<file path="src/rtl/ms_timer.sv">
// Millisecond timebase: synchronises the 1 kHz divider output into sys_clk,
// counts milliseconds and runs a reloadable countdown with a level interrupt.
module ms_timer #(
  parameter int SYNC_STAGES = 2,
  parameter int CNT_W       = 32
) (
  input  logic             sys_clk,
  input  logic             rst,
  input  logic             khz_clk,
  input  logic [1:0]       addr,
  input  logic             wr,
  input  logic             rd,
  input  logic [CNT_W-1:0] wdata,
  output logic [CNT_W-1:0] rdata,
  output logic             tick,
  output logic             irq
);

  localparam logic [1:0]       A_COUNT  = 2'd0;
  localparam logic [1:0]       A_RELOAD = 2'd1;
  localparam logic [1:0]       A_CTRL   = 2'd2;
  localparam logic [1:0]       A_STATUS = 2'd3;
  localparam logic [CNT_W-1:0] ONE      = {{(CNT_W-1){1'b0}}, 1'b1};

  logic [SYNC_STAGES-1:0] khz_sync_p0;
  logic                   khz_hist_p1;

  logic [CNT_W-1:0] ms_count;
  logic [CNT_W-1:0] reload;
  logic [CNT_W-1:0] down;
  logic             enable;
  logic             irq_en;
  logic             periodic;
  logic             pending;

  logic wr_count;
  logic wr_reload;
  logic wr_ctrl;
  logic wr_status;
  logic running;
  logic expire;

  // Stage p0: synchroniser chain; stage p1: history flop and registered rising-edge tick
  always_ff @(posedge sys_clk or posedge rst) begin
    if (rst) begin
      khz_sync_p0 <= '0;
      khz_hist_p1 <= 1'b0;
      tick        <= 1'b0;
    end else begin
      khz_sync_p0 <= {khz_sync_p0[SYNC_STAGES-2:0], khz_clk};
      khz_hist_p1 <= khz_sync_p0[SYNC_STAGES-1];
      tick        <= khz_sync_p0[SYNC_STAGES-1] & ~khz_hist_p1;
    end
  end

  assign wr_count  = wr && (addr == A_COUNT);
  assign wr_reload = wr && (addr == A_RELOAD);
  assign wr_ctrl   = wr && (addr == A_CTRL);
  assign wr_status = wr && (addr == A_STATUS);
  assign running   = tick && enable && (down != '0);
  assign expire    = running && (down == ONE);

  // Register stage: counter, countdown and bus-visible state
  always_ff @(posedge sys_clk or posedge rst) begin
    if (rst) begin
      ms_count <= '0;
      reload   <= '0;
      down     <= '0;
      enable   <= 1'b0;
      irq_en   <= 1'b0;
      periodic <= 1'b0;
      pending  <= 1'b0;
      rdata    <= '0;
    end else begin
      if (wr_count)
        ms_count <= wdata;
      else if (tick)
        ms_count <= ms_count + ONE;

      if (wr_reload)
        reload <= wdata;

      // A CTRL write overrides whatever the expiring tick would have done to down/enable
      if (wr_ctrl) begin
        enable   <= wdata[0];
        irq_en   <= wdata[1];
        periodic <= wdata[2];
        if (wdata[0])
          down <= reload;
      end else if (running) begin
        if (expire) begin
          if (periodic) begin
            down <= reload;
          end else begin
            down   <= '0;
            enable <= 1'b0;
          end
        end else begin
          down <= down - ONE;
        end
      end

      if (expire)
        pending <= 1'b1;
      else if (wr_status && wdata[0])
        pending <= 1'b0;

      // Reads sample the state before any same-cycle write lands
      if (rd) begin
        case (addr)
          A_COUNT:  rdata <= ms_count;
          A_RELOAD: rdata <= reload;
          A_CTRL:   rdata <= {{(CNT_W-3){1'b0}}, periodic, irq_en, enable};
          default:  rdata <= {down[CNT_W-2:0], pending};
        endcase
      end
    end
  end

  assign irq = pending & irq_en;

endmodule

</file>
<file path="config.mk">
export PLATFORM = sky130hd
export DESIGN_NAME = ms_timer
export DESIGN_NICKNAME = d
export VERILOG_FILES = /design/src/rtl/ms_timer.sv
export SDC_FILE = /design/constraint.sdc
export NUM_CORES = 1
export LEC_CHECK = 0
export CAP_MARGIN = 20
export CORE_MARGIN = 2
export CORE_UTILIZATION = 35
export CTS_CLUSTER_SIZE = 14
export DETAILED_ROUTE_END_ITERATION = 12
export MAX_ROUTING_LAYER = met4
export PLACE_DENSITY_LB_ADDON = 0.12
export SLEW_MARGIN = 40
export SYNTH_ARGS = -nofsm -noshare
export SYNTH_HDL_FRONTEND = slang
export SYNTH_SLANG_ARGS = --single-unit
</file>
<file path="constraint.sdc">
create_clock -name sys_clk -period 8.2 [get_ports sys_clk]
set_input_delay 0.82 -clock sys_clk [delete_from_list [all_inputs] [get_ports sys_clk]]
set_output_delay 0.82 -clock sys_clk [all_outputs]
set_load 0.05 [all_outputs]
</file>
==> run summary <==
Synth Area in Compound Gates -> 16.1%
Cell Pwr Density -> 287 nW/um^2
Largest net degree at the start of global routing -> 86
Worst Max-Slew Pin Slew -> 0.872 ns
Vias per inst -> 5.51
EDFF count, synth -> 0
Worst Path Arrival -> 3.87 ns
Post-synthesis xor/xnor area fraction -> 5.38%
Crit-path max FO -> 24
Endpoints failing setup -> 0
Grt ovf -> 0
Status -> complete, no violations
Worst EP required -> 8.54 ns
Pre-CTS setup slack -> 4.21 ns
R2R depth -> 6
Post-cts hold buffer count -> 0
Most used DFF post-synth -> dfrtp_1
Row count -> 52
Peak Freq -> 284 MHz
Syn nets -> 805
Worst hold margin -> 0.359 ns
Clk sinks -> 136
Gr usage total -> 21.3%
Remaining routing DRC violations -> 0
Mux cell area share after synthesis -> 10.7%
Core Area -> 20400 sq um
CTS tree -> yes
Max-Cap Viols -> 0
Hold Vio Cnt, Final -> 0
Largest family of logic cells by synthesized area -> simple AND/OR/NAND/NOR gates
H-tree depth -> 4
Startpoint types -> primary input
Cell area after synthesis -> 7330 sq um
Post-route ant nets -> 0
Flops & latches, synth -> 136
PnR worst setup slack -> 4.68 ns
# port buffers -> 72
Adder-Cell Fraction of Synth Area -> 0.512%
Area Overhead vs Synth -> 21.1%
DP HPWL -> 14400 microns
Max Root-Sink Buffers -> 2
Synth Instances -> 763
HP Class -> register to register
Leakage -> 3.53 nW
Final Skew -> 0.00811 ns
RSZ-0062 raised after global routing -> false
Final std cells w/o fill -> 1098
CTS buffer count -> 17
Slew Viols, Final -> 0
Mean Syn Cell Area -> 9.61 sq um
Clock slew at reported path FFs -> 0.06 ns
Die area -> 22100 sq um
Avg WL per Cell -> 19.7 microns
Initial antenna violation count -> 0
Filler cells -> 1966
Distinct cell type count after synthesis -> 67
Post-CTS setup buffers -> 0
Setup TNS -> 0 ns
Iteration-0 DRC Markers -> 417
Synth warn -> 0
Post-synthesis simple-gate area fraction -> 18.1%
CP Capture Type -> register
Global placer's final weighted congestion -> 0.910
Vias in the first global route -> 6158
Die X -> 149 microns
Maximum VDD drop -> 0.000137 V
Overall power -> 2.55 mW
Io pins -> 73
Routed wire length -> 21600 microns
Initial DRT Pass Iterations -> 5
Register area share after synthesis -> 46.4%
Min Tclk post-route -> 3.52 ns
CTS-repair resized insts -> 0
CTS Root Cell -> clkbuf_16
Async SR Flop Fraction -> 100%
Ant diodes -> 0
Clk_lat worst skew -> 0.43 ns
Crit share post-route -> 43.0%
Crit Path Category -> primary input to register
Layout cells sized above 1 -> 13.0%
Die Height -> 149 microns
Max_slew headroom -> 41.9%
DR vias -> 6048
NumNets Final -> 858
Initial core utilization -> 36.0%
First-pass GRT wire length -> 35400 microns
Placed insts -> 1067
Hold Crit Depth -> 0
## registers in the layout (all words and copies together), names as in the netlist
register / count
down: 32
ms_count: 32
rdata: 32
reload: 32
khz_sync_p0: 2
enable: 1
irq_en: 1
khz_hist_p1: 1
pending: 1
periodic: 1
tick: 1
## cell usage in the layout, fill, tap and decap left out, types with 4 or more instances in the layout
cell type and instances:
nor4_2 4, mux2i_1 23, a21oi_1 105, buf_4 8
a22oi_1 9, and3_1 15, nor2_1 105, inv_1 4
nand3_1 15, nand4_1 7, clkinv_2 4, o31ai_1 6
xnor2_1 16, dfrtp_1 136, nor4_1 9, nor4_4 4
o21ai_1 20, o21ai_0 12, xor2_1 29, mux2_2 43
or3_1 5, nor3_1 11, a31oi_1 10, nand2_1 58
clkdlybuf4s50_1 70, o211ai_1 5, clkbuf_16 17, a211oi_1 7
## path summary, 6_finish.rpt
| path | from | to | slack (ns) |
|---|---|---|---|
| setup reg to reg | down[10] | down[4] | 5.23 |
| max in group asynchronous | rst | ms_count[12] | 6.20 |
| hold reg to reg | khz_sync_p0[0] | khz_sync_p0[1] | 0.36 |
| setup / recovery | addr[0] | down[0] | 4.68 |
| min in group asynchronous | rst | rdata[21] | 0.88 |
| hold / removal | khz_sync_p0[0] | khz_sync_p0[1] | 0.36 |
## synth_stat cells, types with 4 or more instances
library cell	number	area, sq um
nand2_1	59	221
o21ai_0	12	60.1
buf_2	7	35.0
mux2_2	43	484
or3_1	5	31.3
a22oi_1	9	67.6
inv_1	5	18.8
nand3_1	15	75.1
nor4_1	10	62.6
a211oi_1	7	52.6
nor4_4	4	85.1
nor2_1	107	402
xor2_1	29	254
a31oi_1	10	62.6
xnor2_1	16	140
a21oi_1	105	526
and3_1	15	93.8
nand4_1	7	43.8
o31ai_1	6	45.0
dfrtp_1	136	3400
o21ai_1	20	100
clkbuf_1	29	109
nor3_1	13	65.1
o211ai_1	5	37.5
mux2i_1	23	230
buf_1	6	22.5
## final cells by class
type	count	area, sq um	share of cell area, %
clock buffer	19	443	4.99
clock inverter	12	151	1.71
inverter	5	26.3	0.296
multi-input combinational	578	3750	42.3
sequential	136	3400	38.4
tap	270	338	3.81
timing repair buffer	78	761	8.57
## logic make-up after synthesis
logic type | Yosys count
buf+inv | 49
mux | 69
compound gates | 198
simple gates | 263
fa+ha+maj | 3
flops | 136
xor+xnor | 45
## power breakdown
part / internal, mW / switching [mW] / leakage, nW
clock network: 0.484 / 0.310 / 0.289
logic: 0.310 / 0.397 / 1.64
registers: 0.830 / 0.215 / 1.60
## per-stage QoR
stage	util, %	cell area, sq um
after detailed placement	40.6	8270
final	43.6	8870
after floorplan	-	7330
after global routing	43.6	8870
after CTS	43.5	8860
after global placement	40.5	8250
## layer usage
metal  global-route usage, %  wire length, microns
met2                    31.2                  9790
met4                    7.52                   431
met5                       -                     0
met3                    3.99                   856
met1                    29.7                 10500
## worst max-delay path: stages
cell,delay [ns]
clkdlybuf4s50_1,0.77
inv_1,0.78
nand3_1,0.77
nand3_1,0.40
o21ai_0,0.13
o31ai_1,0.20
Power figures use the tool's default switching activity.
